==> src/rtl/fm_demod_pkg.sv <==
// Shared constants and sizing helpers for the FM demodulator chain.
// The derived constants below describe the default build.
package fm_demod_pkg;

   localparam int PH_BITS_DEF    = 32;
   localparam int MAG_BITS_DEF   = 12;
   localparam int OUT_BITS_DEF   = 16;
   localparam int LOG2_DECIM_DEF = 3;

   localparam int DECIM     = 1 << LOG2_DECIM_DEF;
   localparam int ACC_BITS  = PH_BITS_DEF + LOG2_DECIM_DEF;
   localparam int OUT_SHIFT = ACC_BITS - OUT_BITS_DEF;

   // One quarter of a full phase circle; the CORDIC vector stage uses the same unit.
   localparam logic [PH_BITS_DEF-1:0] QUARTER_TURN = {2'b01, {(PH_BITS_DEF-2){1'b0}}};

   function automatic int acc_bits(input int ph_bits, input int log2_decim);
      return ph_bits + log2_decim;
   endfunction

endpackage

==> src/rtl/fm_phase_diff.sv <==
// First stage: wrapped phase differentiator with a registered low-magnitude flag.
// The first valid sample after reset or enable only primes the previous-phase register.
module fm_phase_diff
   import fm_demod_pkg::*;
#(
   parameter int PH_BITS  = PH_BITS_DEF,
   parameter int MAG_BITS = MAG_BITS_DEF
) (
   input  logic                      clk_in,
   input  logic                      rst_n,
   input  logic                      en,
   input  logic [PH_BITS-1:0]        phase_in,
   input  logic [MAG_BITS-1:0]       mag_in,
   input  logic                      phase_valid,
   input  logic [MAG_BITS-1:0]       sq_thresh,
   output logic signed [PH_BITS-1:0] diff,
   output logic                      diff_valid,
   output logic                      low_flag
);

   logic               primed_reg;
   logic [PH_BITS-1:0] prev_phase_reg;

   always_ff @(posedge clk_in or negedge rst_n) begin
      if (!rst_n) begin
         primed_reg     <= 1'b0;
         prev_phase_reg <= '0;
         diff           <= '0;
         diff_valid     <= 1'b0;
         low_flag       <= 1'b0;
      end else if (!en) begin
         primed_reg <= 1'b0;
         diff_valid <= 1'b0;
      end else begin
         diff_valid <= 1'b0;
         if (phase_valid) begin
            prev_phase_reg <= phase_in;
            if (!primed_reg) begin
               primed_reg <= 1'b1;
            end else begin
               // Unsigned subtraction wraps modulo the full circle; reading it
               // back as signed gives the shortest step, with half-turn -> -pi.
               diff       <= phase_in - prev_phase_reg;
               diff_valid <= 1'b1;
               low_flag   <= (mag_in < sq_thresh);
            end
         end
      end
   end

endmodule

==> src/rtl/fm_phase_discriminator.sv <==
// FM discriminator: phase differentiator followed by accumulate-and-dump
// decimation over DECIM valid steps, with magnitude squelch on each window.
module fm_phase_discriminator
   import fm_demod_pkg::*;
#(
   parameter int PH_BITS    = PH_BITS_DEF,
   parameter int MAG_BITS   = MAG_BITS_DEF,
   parameter int OUT_BITS   = OUT_BITS_DEF,
   parameter int LOG2_DECIM = LOG2_DECIM_DEF
) (
   input  logic                       clk_in,
   input  logic                       rst_n,
   input  logic                       en,
   input  logic [PH_BITS-1:0]         phase_in,
   input  logic [MAG_BITS-1:0]        mag_in,
   input  logic                       phase_valid,
   input  logic [MAG_BITS-1:0]        sq_thresh,
   output logic signed [OUT_BITS-1:0] audio_out,
   output logic                       audio_valid,
   output logic                       squelched
);

   localparam int ACC_W = acc_bits(PH_BITS, LOG2_DECIM);

   logic signed [PH_BITS-1:0] diff;
   logic                      diff_valid;
   logic                      low_flag;

   logic signed [ACC_W-1:0]   acc_reg;
   logic signed [ACC_W-1:0]   sum_next;
   logic [LOG2_DECIM-1:0]     count_reg;
   logic                      low_mag_reg;
   logic                      dump_sq_next;

   fm_phase_diff #(
      .PH_BITS  (PH_BITS),
      .MAG_BITS (MAG_BITS)
   ) u_diff (
      .clk_in      (clk_in),
      .rst_n       (rst_n),
      .en          (en),
      .phase_in    (phase_in),
      .mag_in      (mag_in),
      .phase_valid (phase_valid),
      .sq_thresh   (sq_thresh),
      .diff        (diff),
      .diff_valid  (diff_valid),
      .low_flag    (low_flag)
   );

   // LOG2_DECIM guard bits make the sum of DECIM steps overflow-free.
   always_comb begin
      sum_next     = acc_reg + {{LOG2_DECIM{diff[PH_BITS-1]}}, diff};
      dump_sq_next = low_mag_reg | low_flag;
   end

   always_ff @(posedge clk_in or negedge rst_n) begin
      if (!rst_n) begin
         acc_reg     <= '0;
         count_reg   <= '0;
         low_mag_reg <= 1'b0;
         audio_out   <= '0;
         audio_valid <= 1'b0;
         squelched   <= 1'b0;
      end else if (!en) begin
         acc_reg     <= '0;
         count_reg   <= '0;
         low_mag_reg <= 1'b0;
         audio_valid <= 1'b0;
      end else begin
         audio_valid <= 1'b0;
         if (diff_valid) begin
            if (count_reg == '1) begin
               audio_out   <= dump_sq_next ? '0 : sum_next[ACC_W-1 -: OUT_BITS];
               squelched   <= dump_sq_next;
               audio_valid <= 1'b1;
               acc_reg     <= '0;
               count_reg   <= '0;
               low_mag_reg <= 1'b0;
            end else begin
               acc_reg     <= sum_next;
               count_reg   <= count_reg + LOG2_DECIM'(1);
               low_mag_reg <= dump_sq_next;
            end
         end
      end
   end

endmodule

==> config.mk <==
export PLATFORM = sky130hd
export DESIGN_NAME = fm_phase_discriminator
export DESIGN_NICKNAME = d
export VERILOG_FILES = /design/src/rtl/fm_demod_pkg.sv /design/src/rtl/fm_phase_diff.sv /design/src/rtl/fm_phase_discriminator.sv
export SDC_FILE = /design/constraint.sdc
export NUM_CORES = 1
export LEC_CHECK = 0
export CAP_MARGIN = 20
export CORE_MARGIN = 3
export CORE_UTILIZATION = 35
export CTS_CLUSTER_DIAMETER = 50
export DETAILED_ROUTE_END_ITERATION = 7
export DONT_BUFFER_PORTS = 1
export GPL_TIMING_DRIVEN = 0
export SYNTH_ARGS = -nofsm -noshare
export SYNTH_HDL_FRONTEND = slang
export SYNTH_SLANG_ARGS = --single-unit
==> constraint.sdc <==
create_clock -name clk_in -period 3 [get_ports clk_in]
set_clock_uncertainty 0.05 [all_clocks]
set_input_delay 0.3 -clock clk_in [delete_from_list [all_inputs] [get_ports clk_in]]
set_output_delay 0.3 -clock clk_in [all_outputs]
set_load 0.005 [all_outputs]
Yosys cells after proc, flatten, opt, wreduce, memory -nomap -nowiden
Index checks and enable logic that the tools add are counted.
Operators by class
  reductions and logical operators: 3
  muxes and demuxes: 18
  eq/ne operators: 3
  bitwise gates (word level): 1
  add/sub/neg operators: 3
  $lt $le $gt $ge: 1
Operators with widths (number)
  two-way mux 35 bit: 3
  adder 35 bit: 1
  subtractor 32 bit: 1
  two-way mux 16 bit: 1
  < comparator 12 bit: 1
  two-way mux 1 bit: 11
  two-way mux 3 bit: 3
  AND reduction 3 bit: 2
  != test 2 x 1 -> 1 bit, second input constant: 2
  adder 3 x 1 -> 3 bit, second input constant: 1
  equality test 3 bit, second input constant: 1
  AND reduction 2 bit: 1
  bitwise OR 1 bit: 1
Storage, ports and cells
  input bits: 60
  bits in registers: 124
  output and inout port bits: 18

Logic depth before layout (Yosys ltp)
Gate-level depths: netlist of run 1.
  word-level depth: 4
  gate-level depth with buffers: 12
  gate-level depth less buffers: 12

By module
From an unflattened synthesis of run 1, not the netlist that was laid out.
Unflattened totals
  cell total of the unflattened synthesis: 934
  area, all modules: 8702.1 µm²
By module, submodules not included
  fm_phase_diff: times used 1, sequential area each 1676.6 µm², cells each 501, area an instance 4634.4 µm²
  fm_phase_discriminator: times used 1, sequential area each 1426.4 µm², cells each 433, area an instance 4067.7 µm²

Worst setup path after synthesis of run 1
Ideal clock, no wire load.
  kind: register to register
  start: reg u_diff.diff[0]
  end: reg audio_out[13]
  clock period less this slack: 3010 ps
  arrival time: 2838 ps
  slack: -10 ps
  required time: 2828 ps
  cell stages (with the launch flop): 12
  buffers on the path: 0
  path through: dfrtp_1 > ha_1 > fa_1 > a21o_1 > a221o_1 > a31o_1 > o211ai_2 > a21o_2 > a21boi_1 > o21a_1 > or3_1 > a32o_1
Between the ends
  longest elaborated chain between the ends: 2
Ends and longest elaborated chain
  from (decl): line fm_phase_diff.sv:16  | output logic signed [PH_BITS-1:0] diff,
  from (signal assigned): line fm_phase_diff.sv:43  | diff <= phase_in - prev_phase_reg;
  adder 35 bit: line fm_phase_discriminator.sv:53  | sum_next = acc_reg + {{LOG2_DECIM{diff[PH_BITS-1]}}, diff};
  two-way mux 16 bit: line fm_phase_discriminator.sv:74  | audio_out <= dump_sq_next ? '0 : sum_next[ACC_W-1 -: OUT_BITS];
  to (signal assigned): line fm_phase_discriminator.sv:74
  to (decl): line fm_phase_discriminator.sv:18  | output logic signed [OUT_BITS-1:0] audio_out,
No other way between the ends.
A chain may end at the register's enable or synchronous reset.

Final worst setup path of run 1
  start: reg acc_reg[0]
  end: reg acc_reg[32]
Between the ends
  longest elaborated chain between the ends: 4
Ends and longest elaborated chain
  from (decl): line fm_phase_discriminator.sv:29  | logic signed [ACC_W-1:0] acc_reg;
  from (signal assigned): line fm_phase_discriminator.sv:81  | acc_reg <= sum_next;
  adder 35 bit: line fm_phase_discriminator.sv:53
  two-way mux 35 bit: line fm_phase_discriminator.sv:73  | if (count_reg == '1) begin
  two-way mux 35 bit: line fm_phase_discriminator.sv:72  | if (diff_valid) begin
  two-way mux 35 bit: line fm_phase_discriminator.sv:65  | end else if (!en) begin
No other way between the ends. The select of a mux whose other input is x is not followed.

==> results.tsv, run 1 <==
metric	value	unit
p_leak	4.68	nW
grt_max_degree	125	
period_share	103	%
yosysWarnings	0	
ys_async_sr_fraction	100	%
crit_start	acc_reg[0]	
antenna_left	0	
min_period	3.10	ns
cts_root_buf	clkbuf_16	
worst-setup-path-type	register to register	
max_stage_delay	0.39	ns
synth_cells	854	
placed_cell_area	0.00844	mm^2
clockBufferDepth	2	
clkTransAtPathRegs	0.06	ns
finalHoldViolCount	124	
core-area	0.0222	mm^2
setup_violations	4	
dr.first_iter.drc_count	287	
worst-r2r-setup-slack	-0.10	ns
cp_top_family	compound AO/OA/AOI/OAI gates	
cp-end-kind	register	
fp.dieW	158	um
diodes	0	
synth_edf_count	0	
ir_drop	0.364	mV
crit_required	3.26	ns
synth_area_leaders	dfrtp_1, ha_1, o21ai_0	
boundaryPins	78	
rsz0062_at_grt	yes	
relSlewSlack	40.5	%
grt_use_total	15.7	%
max_clock_freq	0.322	GHz
die_h	158	um
slew_violations	0	
htree_num_levels	4	
globalplace.congestion	0.852	
drive_gt1_share	12.2	%
synthDistinctLibCells	68	
path_max_fanout	3	
worstMarginPinSlew	0.889	ns
rr_endpoint	acc_reg[32]	
cts.sinks	124	
grt_pass1_wl	31500	um
powerDensity	631	mW/mm^2
fill_cells	2141	
synth_top_area_cell	dfrtp_1	
syn_nets	994	
min_path_type	input pin to async pin	
postSynthAreaPerCell	9.47	um^2
whs	-0.479	ns
final_util	43.3	%
drc	0	
start_util	36.4	%
antenna_found_initial	0	
violations	hold timing, setup timing	
dr.pass1.iters	4	
synth-main-ff-cell	dfrtp_1	
vias_per_cell	5.26	
final_cells	1211	
maxCapViolCount	0	
ys_ff_latch	124	
clock_latency	0.42	ns
wirelength	19300	um
placement_rows	54	
syn_area	0.00808	mm^2
cts_tree	built	
portBuffers	0	
worstPathArrival	3.36	ns
grt_pass1_vias	6373	
largest_reg_flops	35	
crit_cells	11	
vias	6371	
grt_overflow	0	
netlist.area_leader.share	38.4	%
status	finished, violations left	
critPathCapture	acc_reg[32]	
setup_ws	-0.101	ns
cp_cell_sequence	ha_2, fa_2, a21o_1, a221o_1, a31o_1, o211ai_2, a21o_2, a21boi_1, o21a_1, or3_4, a32o_1	
nets	1058	
worst-r2r-cell-count	11	
r2r-start	acc_reg[0]	
cts_hold_buffers	32	
synth.most_common_cell	dfrtp_1	
numCtsBuffers	17	
die_area	0.0250	mm^2
cp.buffers_inverters	0	
placed_cells	1134	
worst_path_max_delay_cell	dfrtp_1	
dp_hpwl	14100	um
cp-start-kind	register	
seqCellArea	0.00310	mm^2
postLayoutCellArea	0.00962	mm^2
yosysSeqAreaShare	38.4	%
synthTopCellsByCount	dfrtp_1, o21ai_0, nand2_1, ha_1, inv_1	
multi_input_area	0.00481	mm^2
post_drt_wl_per_cell	15.9	um
area_growth	19.0	%
-- stage by stage --
stage	worst slack, ns	hold slack (ns)	power [W]	setup TNS [ns]
2_1_floorplan	0.0144	-0.0456	0.00345	0
3_3_place_gp	-0.275	-0.0401	0.00383	-2.03
3_5_place_dp	-0.310	-0.0405	0.00387	-2.13
4_1_cts	-0.122	-0.502	0.00603	-0.282
5_1_grt	-0.192	-0.506	0.00647	-1.00
6_report	-0.101	-0.479	0.00607	-0.197
-- power by group --
group / switching (W) / internal (W)
logic: 0.00106 / 0.000829
registers: 0.000205 / 0.00192
clock network: 0.000803 / 0.00125
total: 0.00207 / 0.00400
-- cell type report --
class | instances | area share, %
multi-input cells | 637 | 50.0
repair buffers | 47 | 4.50
flip-flops and latches | 124 | 32.3
plain buffers | 24 | 0.950
inverters | 67 | 2.62
well taps | 280 | 3.64
clock inverters | 12 | 1.41
clock buffers | 20 | 4.64
-- layer usage --
metal,wire length (um),up-vias,GRT usage [%]
met3,708,5,3.31
met2,8720,98,24.9
met1,9720,3033,22.1
li1,-,3235,-
met5,0,-,0
met4,119,0,3.85
-- cell usage in the layout, fill, tap and decap left out, types with 8 or more instances in the layout --
cell type / count
a21oi_1: 35
nand4_1: 8
xnor2_1: 27
a21o_1: 38
a22o_1: 23
and3_1: 9
o21a_1: 10
mux2_2: 31
clkbuf_16: 17
buf_4: 14
nor2_1: 34
xor2_1: 26
clkbuf_1: 21
a211oi_1: 10
o21ai_1: 11
nor3_1: 8
nand3_1: 11
dfrtp_1: 124
nand2_1: 82
inv_1: 66
ha_1: 74
dlygate4sd3_1: 32
o21ai_0: 79
-- worst min path at each step --
stage | end | depth (start not counted)
final | u_diff.prev_phase_reg[2] | 0
after global routing | u_diff.prev_phase_reg[1] | 0
after CTS | u_diff.prev_phase_reg[3] | 0
after detailed placement | u_diff.prev_phase_reg[3] | 0
after global placement | u_diff.prev_phase_reg[2] | 0
after floorplan | acc_reg[0] | 0
-- kinds of logic (layout without fill, tap and decap cells) --
group / after synthesis / after routing / share of synthesized area [%]
AO/OA/AOI/OAI: 277 / 277 / 22.9
XOR/XNOR: 54 / 54 / 5.85
adder cells (fa/ha/maj): 80 / 80 / 12.6
buffers and inverters: 93 / 170 / 4.33
flip-flops: 124 / 124 / 38.4
multiplexers: 35 / 35 / 4.81
AND/OR/NAND/NOR: 191 / 191 / 11.2
-- worst register-to-register path, stage by stage (launching register included) --
cell	delay (ns)
dfrtp_1	0.39
ha_2	0.19
fa_2	0.34
a21o_1	0.20
a221o_1	0.35
a31o_1	0.22
o211ai_2	0.21
a21o_2	0.18
a21boi_1	0.06
o21a_1	0.21
or3_4	0.33
a32o_1	0.25
-- what timing repair did --
item	in CTS	in global routing
setup endpoints to repair	22	26
endpoints found under the hold margin	156	124
cloned	0	0
pin swaps	10	20
gates resized for setup	10	30
setup buffers	6	8
Power figures use the tool's default switching activity.
==> run 2, diff against run 1 <==
- clock period: 3 -> 3.7 ns (I/O delays scaled with it)
==> run 2 against run 1 <==
The flow now finishes without violations. Count of clock-buffer cells in the layout decreased by 3. Via count decreased by 2.7%. Critical path depth unchanged.
==> results.tsv, run 2 (synthesis results as in run 1) <==
metric	value	unit	change
clockBufferDepth	2		unchanged
dr.pass1.iters	4		unchanged
grt_pass1_wl	30000	um	was 31500 um
clock_latency	0.42	ns	about the same
die_h	158	um	unchanged
wirelength	18400	um	was 19300 um
period_share	89.5	%	was 103%
hp-start	phase_valid		
min_path_type	input pin to register		was input pin to async pin
clkTransAtPathRegs	0.06	ns	about the same
antenna_found_initial	0		unchanged
worst-r2r-setup-slack	0.39	ns	was -0.10 ns
vias_per_cell	5.30		was 5.26
worst-setup-path-type	register to register		unchanged
grt_overflow	0		unchanged
cts.sinks	124		unchanged
path_max_fanout	4		was 3
post_drt_wl_per_cell	15.8	um	was 15.9 um
max_clock_freq	0.302	GHz	was 0.322 GHz
core-area	0.0222	mm^2	unchanged
crit_start	u_diff.diff[0]		was acc_reg[0]
layout_commonest_cell	dfrtp_1		unchanged
diodes	0		unchanged
status	complete, no violations		was finished, violations left
cp-start-kind	register		unchanged
rr_endpoint	audio_out[13]		was acc_reg[32]
area_growth	12.4	%	was 19.0%
largest_reg_flops	35		unchanged
grt_pass1_vias	6066		was 6373
ir_drop	0.289	mV	was 0.364 mV
powerDensity	538	mW/mm^2	was 631 mW/mm^2
htree_num_levels	4		unchanged
grt_max_degree	125		unchanged
fin_total_pwr	0.00489	W	was 0.00607 W
maxCapViolCount	0		unchanged
p_leak	4.49	nW	was 4.68 nW
worst-r2r-cell-count	11		unchanged
r2r-start	u_diff.diff[0]		was acc_reg[0]
numCtsBuffers	17		unchanged
grt_use_total	15.0	%	was 15.7%
final_cell_mix	dfrtp_1, o21ai_0, nand2_1		was dfrtp_1, nand2_1, o21ai_0
whs	0.0351	ns	was -0.479 ns
nets	1016		was 1058
vias	6200		was 6371
setup_tns	0	ns	was -0.197 ns
boundaryPins	78		unchanged
min_period	3.31	ns	was 3.10 ns
rsz0062_at_grt	no		was yes
globalplace.congestion	0.862		was 0.852
cp-end-kind	register		unchanged
dr.first_iter.drc_count	311		was 287
dp_hpwl	14000	um	was 14100 um
antenna_left	0		unchanged
drc	0		unchanged
crit_required	3.95	ns	was 3.26 ns
worstHoldEndpoint	u_diff.primed_reg		
placement_rows	54		unchanged
start_util	36.4	%	unchanged
finalHoldViolCount	0		was 124
setup_violations	0		was 4
portBuffers	0		unchanged
relSlewSlack	34.5	%	was 40.5%
drive_gt1_share	8.44	%	was 12.2%
holdPathStages	1		
cts_tree	built		unchanged
worstPathArrival	3.56	ns	was 3.36 ns
worstMarginPinSlew	0.980	ns	was 0.889 ns
die_area	0.0250	mm^2	unchanged
slew_violations	0		unchanged
cts_root_buf	clkbuf_16		unchanged
fp.dieW	158	um	unchanged
run 2: changes by cell type in the layout (fill, tap and decap cells not counted), moves of 5 or more:
cell | previous run | this run
a21oi_2 | 6 | 1
a21oi_1 | 35 | 40
o21ai_0 | 79 | 87
o21ai_1 | 11 | 3
buf_4 | 14 | 0
dlygate4sd3_1 | 32 | 1
run 2: metal layers:
layer  up-vias  wire length, um  global-route usage, %
met5         -                0                      0
met4         0              197                   4.38
met3        14              788                   3.66
met2       121             8170                   23.8
met1      2915             9260                   20.5
li1       3150                -                      -
run 2: report_power, final:
| group | internal, W | leakage (nW) | switching (W) | total, W |
|---|---|---|---|---|
| clock network | 0.00107 | 0.297 | 0.000671 | 0.00174 |
| registers | 0.00156 | 1.61 | 0.000163 | 0.00172 |
| logic | 0.000593 | 2.59 | 0.000835 | 0.00143 |
| total | 0.00322 | 4.49 | 0.00167 | 0.00489 |
run 2: final cells by class:
type / instances / area, um^2
fillers: 2172 / 13100
multi-input cells: 637 / 4630
flip-flops and latches: 124 / 3100
clock buffers: 17 / 425
well taps: 280 / 350
inverters: 67 / 251
clock inverters: 15 / 188
plain buffers: 26 / 98.8
repair buffers: 3 / 42.5
run 2: how the worst max path moves through the flow:
stage                    endpoint  slack, ns
floorplan           audio_out[13]       0.69
finish              audio_out[13]       0.39
CTS                   acc_reg[28]       0.38
global route          acc_reg[28]       0.19
detailed placement    acc_reg[28]       0.41
global placement      acc_reg[28]       0.41
run 2: repair_timing:
action / in CTS / in global routing
gates resized for setup: 0 / 0
hold endpoints to repair: 124 / 0
buffers inserted: 0 / 0
endpoints found under the setup margin: 0 / 0
hold buffers: 2 / 0
run 2: per-stage QoR:
step / std cells / worst slack (ns) / area (um^2) / utilization [%]
after detailed placement: 1134 / 0.408 / 8430 / 37.9
after CTS: 1168 / 0.383 / 9080 / 40.9
final: 1169 / 0.388 / 9090 / 40.9
after global placement: 1134 / 0.409 / 8430 / 37.9
after floorplan: 854 / 0.690 / 8080 / -
after global routing: 1169 / 0.185 / 9090 / 40.9
run 2: critical path: stages, from the launching register on:
cell and delay (ns):
dfrtp_1 0.39, ha_1 0.23, fa_1 0.40, a21o_1 0.21, a221o_1 0.37, a31o_1 0.27
o211ai_2 0.20, a21o_2 0.20, a21boi_1 0.07, o21a_1 0.19, or3_1 0.33, a32o_1 0.27
==> run 3, diff against run 2 <==
--- a/config.mk
+++ b/config.mk
@@ -13,4 +13,5 @@
 export DONT_BUFFER_PORTS = 1
 export GPL_TIMING_DRIVEN = 0
+export SLEW_MARGIN = 5
 export SYNTH_ARGS = -nofsm -noshare
 export SYNTH_HDL_FRONTEND = slang
==> constraint.sdc (replaced) <==
create_clock -name clk_in -period 3.7 [get_ports clk_in]
set_clock_uncertainty 0.05 [all_clocks]
set_input_delay 0.74 -clock clk_in [delete_from_list [all_inputs] [get_ports clk_in]]
set_output_delay 0.74 -clock clk_in [all_outputs]
set_load 0.005 [all_outputs]
==> run 3 against run 2 <==
Sequential share of layout area hardly changed. Non-clock buffer count is 1 lower. Global-route usage hardly changed. Register-to-register slack hardly changed. Wire length is 0.18% lower. Largest power group unchanged. Combinational power hardly changed. Worst setup slack better by 0.0033 ns. Critical path depth stayed put. Critical endpoint unchanged. Fmax is 0.10% higher. Cell count hardly changed.
==> results.tsv, run 3 (synthesis results as in run 1) <==
metric	value	unit	change
status	complete, no violations		unchanged
setup_tns	0	ns	unchanged
core-area	0.0222	mm^2	unchanged
worstMarginPinSlew	1.01	ns	was 0.980 ns
max_stage_delay	0.40	ns	about the same
wl_met2	8130	um	was 8170 um
max_clock_freq	0.302	GHz	about the same
clkTransAtPathRegs	0.06	ns	about the same
cts.sinks	124		unchanged
vias	6209		was 6200
clockBufferDepth	2		unchanged
drive_gt1_share	8.45	%	was 8.44%
slew_violations	0		unchanged
die_h	158	um	unchanged
dr.pass1.iters	4		unchanged
rsz0062_at_grt	no		unchanged
portBuffers	0		unchanged
post_drt_wl_per_cell	15.7	um	was 15.8 um
area_growth	12.3	%	was 12.4%
cp.buffers_inverters	0		unchanged
relSlewSlack	32.3	%	was 34.5%
grt_overflow	0		unchanged
cp_top_family	compound AO/OA/AOI/OAI gates		unchanged
cts_hold_buffers	1		was 2
cp_cell_sequence	ha_1, fa_1, a21o_1, a221o_1, a31o_1, o211ai_2, a21o_2, a21boi_1, o21a_1, or3_1, a32o_1		unchanged
antenna_left	0		unchanged
worst-r2r-setup-slack	0.39	ns	about the same
layout_commonest_cell	dfrtp_1		unchanged
cp-end-kind	register		unchanged
dr.first_iter.drc_count	323		was 311
crit_required	3.96	ns	was 3.95 ns
dr_wl_met3	913	um	was 788 um
clock_latency	0.42	ns	about the same
final_cell_mix	dfrtp_1, o21ai_0, nand2_1		unchanged
dp_hpwl	14000	um	unchanged
min_period	3.31	ns	about the same
vias_per_cell	5.32		was 5.30
p_leak	4.49	nW	about the same
post_cts_buffers	0		unchanged
path_max_fanout	4		unchanged
top_layer	met4		unchanged
fp.dieW	158	um	unchanged
worst-r2r-cell-count	11		unchanged
die_area	0.0250	mm^2	unchanged
grt_max_degree	125		unchanged
grt_pass1_wl	30000	um	about the same
final_cells	1168		was 1169
period_share	89.4	%	was 89.5%
r2r-start	u_diff.diff[0]		unchanged
powerDensity	539	mW/mm^2	was 538 mW/mm^2
boundaryPins	78		unchanged
cts_tree	built		unchanged
worstPathArrival	3.56	ns	about the same
setup_violations	0		unchanged
worst_path_max_delay_cell	fa_1		unchanged
ir_drop	0.288	mV	was 0.289 mV
globalplace.congestion	0.862		unchanged
met1_length	9130	um	was 9260 um
numCtsBuffers	17		unchanged
cp-start-kind	register		unchanged
finalHoldViolCount	0		unchanged
ctsResizeCount	0		unchanged
largest_reg_flops	35		unchanged
maxCapViolCount	0		unchanged
grt_pass1_vias	6060		was 6066
worst-setup-path-type	register to register		unchanged
drc	0		unchanged
start_util	36.4	%	unchanged
min_path_type	input pin to async pin		was input pin to register
nets	1015		was 1016
cts_root_buf	clkbuf_16		unchanged
placement_rows	54		unchanged
htree_num_levels	4		unchanged
rr_endpoint	audio_out[13]		unchanged
antenna_found_initial	0		unchanged
diodes	0		unchanged
grt_use_total	15.0	%	about the same
wirelength	18400	um	about the same
placed_cells	1134		unchanged
-- run 3: worst max-delay path by stage --
| stage | start | endpoint | slack (ns) | cells after the start |
|---|---|---|---|---|
| finish | u_diff.diff[0] | audio_out[13] | 0.39 | 11 |
| global route | u_diff.diff[0] | acc_reg[28] | 0.19 | 11 |
| CTS | u_diff.diff[0] | acc_reg[28] | 0.38 | 11 |
| detailed placement | phase_in[0] | u_diff.diff[26] | 0.28 | 12 |
| global placement | phase_in[0] | u_diff.diff[26] | 0.27 | 12 |
| floorplan | phase_in[0] | u_diff.diff[26] | 0.57 | 12 |
-- run 3: routing by layer --
| metal | up-vias | GRT usage, % |
|---|---|---|
| li1 | 3145 | - |
| met1 | 2919 | 20.5 |
| met2 | 127 | 23.8 |
| met3 | 18 | 3.66 |
| met4 | 0 | 4.38 |
| met5 | - | 0 |
-- run 3: where the power goes --
group / internal, W / switching (W) / leakage, nW
registers: 0.00156 / 0.000162 / 1.61
clock network: 0.00107 / 0.000674 / 0.297
logic: 0.000593 / 0.000834 / 2.59
total: 0.00322 / 0.00167 / 4.49
-- run 3: cell type report --
| type | instances | area, um^2 |
|---|---|---|
| multi-input cells | 637 | 4630 |
| clock inverters | 15 | 188 |
| flip-flops and latches | 124 | 3100 |
| well taps | 280 | 350 |
| fillers | 2172 | 13100 |
| clock buffers | 17 | 425 |
| inverters | 67 | 251 |
| repair buffers | 2 | 32.5 |
| plain buffers | 26 | 98.8 |
-- run 3: per-stage QoR --
stage / worst slack [ns] / area, um^2 / total power (W) / hold slack [ns] / utilization, %
finish: 0.392 / 9080 / 0.00489 / 0.176 / 40.8
global placement: 0.272 / 8430 / 0.00311 / 0.400 / 37.9
floorplan: 0.567 / 8080 / 0.00280 / 0.394 / -
detailed placement: 0.278 / 8430 / 0.00313 / 0.400 / 37.9
CTS: 0.383 / 9070 / 0.00494 / 0.263 / 40.8
global route: 0.185 / 9080 / 0.00523 / 0.267 / 40.8
==> patch, RTL diff (settings of run 1) <==
Register the output `squelched` once more, with the module's reset; this adds one clock of latency there. The other outputs are not delayed to match.
--- a/src/rtl/fm_phase_discriminator.sv
+++ b/src/rtl/fm_phase_discriminator.sv
@@ -21,6 +21,8 @@
 );
 
    localparam int ACC_W = acc_bits(PH_BITS, LOG2_DECIM);
+
+   logic squelched_s0;
 
    logic signed [PH_BITS-1:0] diff;
    logic                      diff_valid;
@@ -61,7 +63,7 @@
          low_mag_reg <= 1'b0;
          audio_out   <= '0;
          audio_valid <= 1'b0;
-         squelched   <= 1'b0;
+         squelched_s0 <= 1'b0;
       end else if (!en) begin
          acc_reg     <= '0;
          count_reg   <= '0;
@@ -72,7 +74,7 @@
          if (diff_valid) begin
             if (count_reg == '1) begin
                audio_out   <= dump_sq_next ? '0 : sum_next[ACC_W-1 -: OUT_BITS];
-               squelched   <= dump_sq_next;
+               squelched_s0 <= dump_sq_next;
                audio_valid <= 1'b1;
                acc_reg     <= '0;
                count_reg   <= '0;
@@ -86,5 +88,13 @@
       end
    end
 
+   always_ff @(posedge clk_in or negedge rst_n) begin
+      if (!rst_n) begin
+         squelched <= '0;
+      end else begin
+         squelched <= squelched_s0;
+      end
+   end
+
 endmodule
 
Function: same outputs for any inputs over 10 cycles, from zero or initial values and one cycle with rst_n low; that may be too few to reach the edited logic, so the function may still have changed.
==> patch against run 1 <==
- the run ends with negative hold slack left
- routed wire length rose by 6.5%
- final area rose by 1.9%
- core utilization fell by 1.6 points
- area after synthesis rose by 4.3%
- worst hold slack improved by 0.010 ns
- setup slack improved by 0.27 ns
- sequential cell count rose by 1
- cell count rose by 6.5%
- power rose by 1.7%
- critical endpoint is now audio_out[5]
- largest cell class unchanged
- highest routed layer unchanged
==> patch: results (changes against run 1) <==
.. list-table::
   :header-rows: 1

   * - Metric
     - Value
   * - Worst hold margin
     - -0.469 ns (+0.0100 ns)
   * - Mux cell area share after synthesis
     - 4.48% (-0.33 points)
   * - Status
     - complete, but fails checks
   * - Failing checks
     - negative hold slack
   * - Worst-path fanout max
     - 4 (+1)
   * - Vias per std cell
     - 5.17 (-1.7%)
   * - Met3 capacity usage during global routing
     - 3.77% (+0.46 points)
   * - Total length of routed wires
     - 20.5 mm (+6.5%)
   * - Antenna violations before repair
     - 1 (+1)
   * - Worst R2R Start
     - u_diff.diff[0]
   * - Initial DRT Pass Iterations
     - 5 (+1)
   * - Number of nets in the layout
     - 1,099 (+3.9%)
   * - Met1 usage in global routing
     - 22.3% (+0.20 points)
   * - First-pass GRT wire length
     - 34.0 mm (+7.7%)
   * - Number of distinct library cells after synthesis
     - 77 (+13%)
   * - Count of routing violations after the opening detailed-route iteration
     - 334 (+16%)
   * - Dpl cell area
     - 0.00883 mm² (+4.7%)
   * - Main area contributors after synthesis
     - dfrtp_1 (37%), ha_1 (12%), o21ai_0 (4.5%), a21oi_1 (4.4%), nand2_1 (4.2%)
   * - Capture instance of the worst register-to-register path
     - audio_out[5]
   * - Maximum number of pins on one net before global-route repair
     - 126 (+0.80%)
   * - Number of global-route vias before repair
     - 6,761 (+6.1%)
   * - Transition time of the tightest slew-check pin
     - 0.680 ns (-0.209 ns)
   * - Mapped Cells
     - 906 (+6.1%)
   * - Share of layout cells above drive strength 1
     - 10.8% (-1.4 points)
   * - Vias
     - 6,671 (+4.7%)
   * - Overall global routing resource usage
     - 16.1% (+0.36 points)
   * - Maximum vdd ir drop
     - 0.312 mV (-14%)
   * - R2R Setup Slk
     - 0.17 ns (+0.27 ns)
   * - GP Congestion
     - 0.827 (-2.9%)
   * - Data arrival at the endpoint of the critical path
     - 3.09 ns (-0.27 ns)
   * - Number of buffers inserted by hold repair at cts
     - 31 (-3.1%)
   * - Worst R2R Path Depth
     - 10 (-1)
   * - Final hold violation count
     - 125 (+0.81%)
   * - Net count after synthesis
     - 1,046 (+5.2%)
   * - Part of the Yosys area used for sequential elements
     - 37.1% (-1.3 points)
   * - Synthesized-area fraction occupied by adder cells
     - 12.0% (-0.52 points)
   * - Leading post-synthesis cells by instance count
     - dfrtp_1 (125), nand2_1 (94), ha_1 (78)
patch: power by group:
part	switching [mW]	leakage (nW)	internal, mW	total, mW
registers	0.210	1.62	1.93	2.14
logic	1.16	2.66	0.854	2.02
clock network	0.744	0.283	1.27	2.02
patch: cell type report:
class,instances,area [µm²]
Antenna cell,1,2.50
Buffer,32,179
Clock buffer,23,478
Clock inverter,7,88.8
Fill cell,2362,13700
Inverter,69,259
Multi-Input combinational cell,680,4930
Sequential cell,125,3130
Tap cell,319,399
Timing Repair Buffer,34,333
patch: per-layer routing:
metal | vias up | wire length, µm
li1 | 3378 | -
met1 | 3138 | 10300
met2 | 142 | 9070
met3 | 13 | 961
met4 | 0 | 165
met5 | - | 0
patch: what timing repair did:
action / in CTS / in global routing
gates resized for setup: 3 / 11
buffers inserted: 2 / 1
pin swaps: 2 / 4
hold endpoints to repair: 156 / 125
setup endpoints to repair: 6 / 16
patch: metrics by stage:
| step | setup slack (ns) | hold slack, ns |
|---|---|---|
| after global placement | -0.0442 | -0.0347 |
| after detailed placement | -0.0657 | -0.0350 |
| after global routing | 0.00721 | -0.489 |
| final | 0.171 | -0.469 |
| after floorplan | 0.360 | -0.0456 |
| after CTS | 0.00509 | -0.484 |
patch: kinds of logic (layout without fill, tap and decap cells):
| group | after synthesis | after routing |
|---|---|---|
| and+or+nand+nor | 214 | 214 |
| DFF | 125 | 125 |
| AOI/OAI and AO/OA | 298 | 298 |
| other | 0 | 1 |
| buffers and inverters | 101 | 165 |
| adders and majority gates | 80 | 80 |
| muxes | 34 | 34 |
| xor gates and xnor gates | 54 | 54 |
patch: worst max path at each step:
stage	end	slack (ns)	cells past startpoint
after detailed placement	audio_out[5]	-0.07	10
after floorplan	audio_out[5]	0.36	10
final	audio_out[5]	0.17	10
after global placement	audio_out[5]	-0.04	10
after global routing	u_diff.diff[30]	0.007	11
after CTS	audio_out[5]	0.005	10
patch: worst register-to-register path: cells and delay by family (launching register included):
family,cells,cell delay (ns)
AOI/OAI and AO/OA,6,1.17
adders and majority gates,2,0.64
DFF,1,0.40
and+or+nand+nor,2,0.46
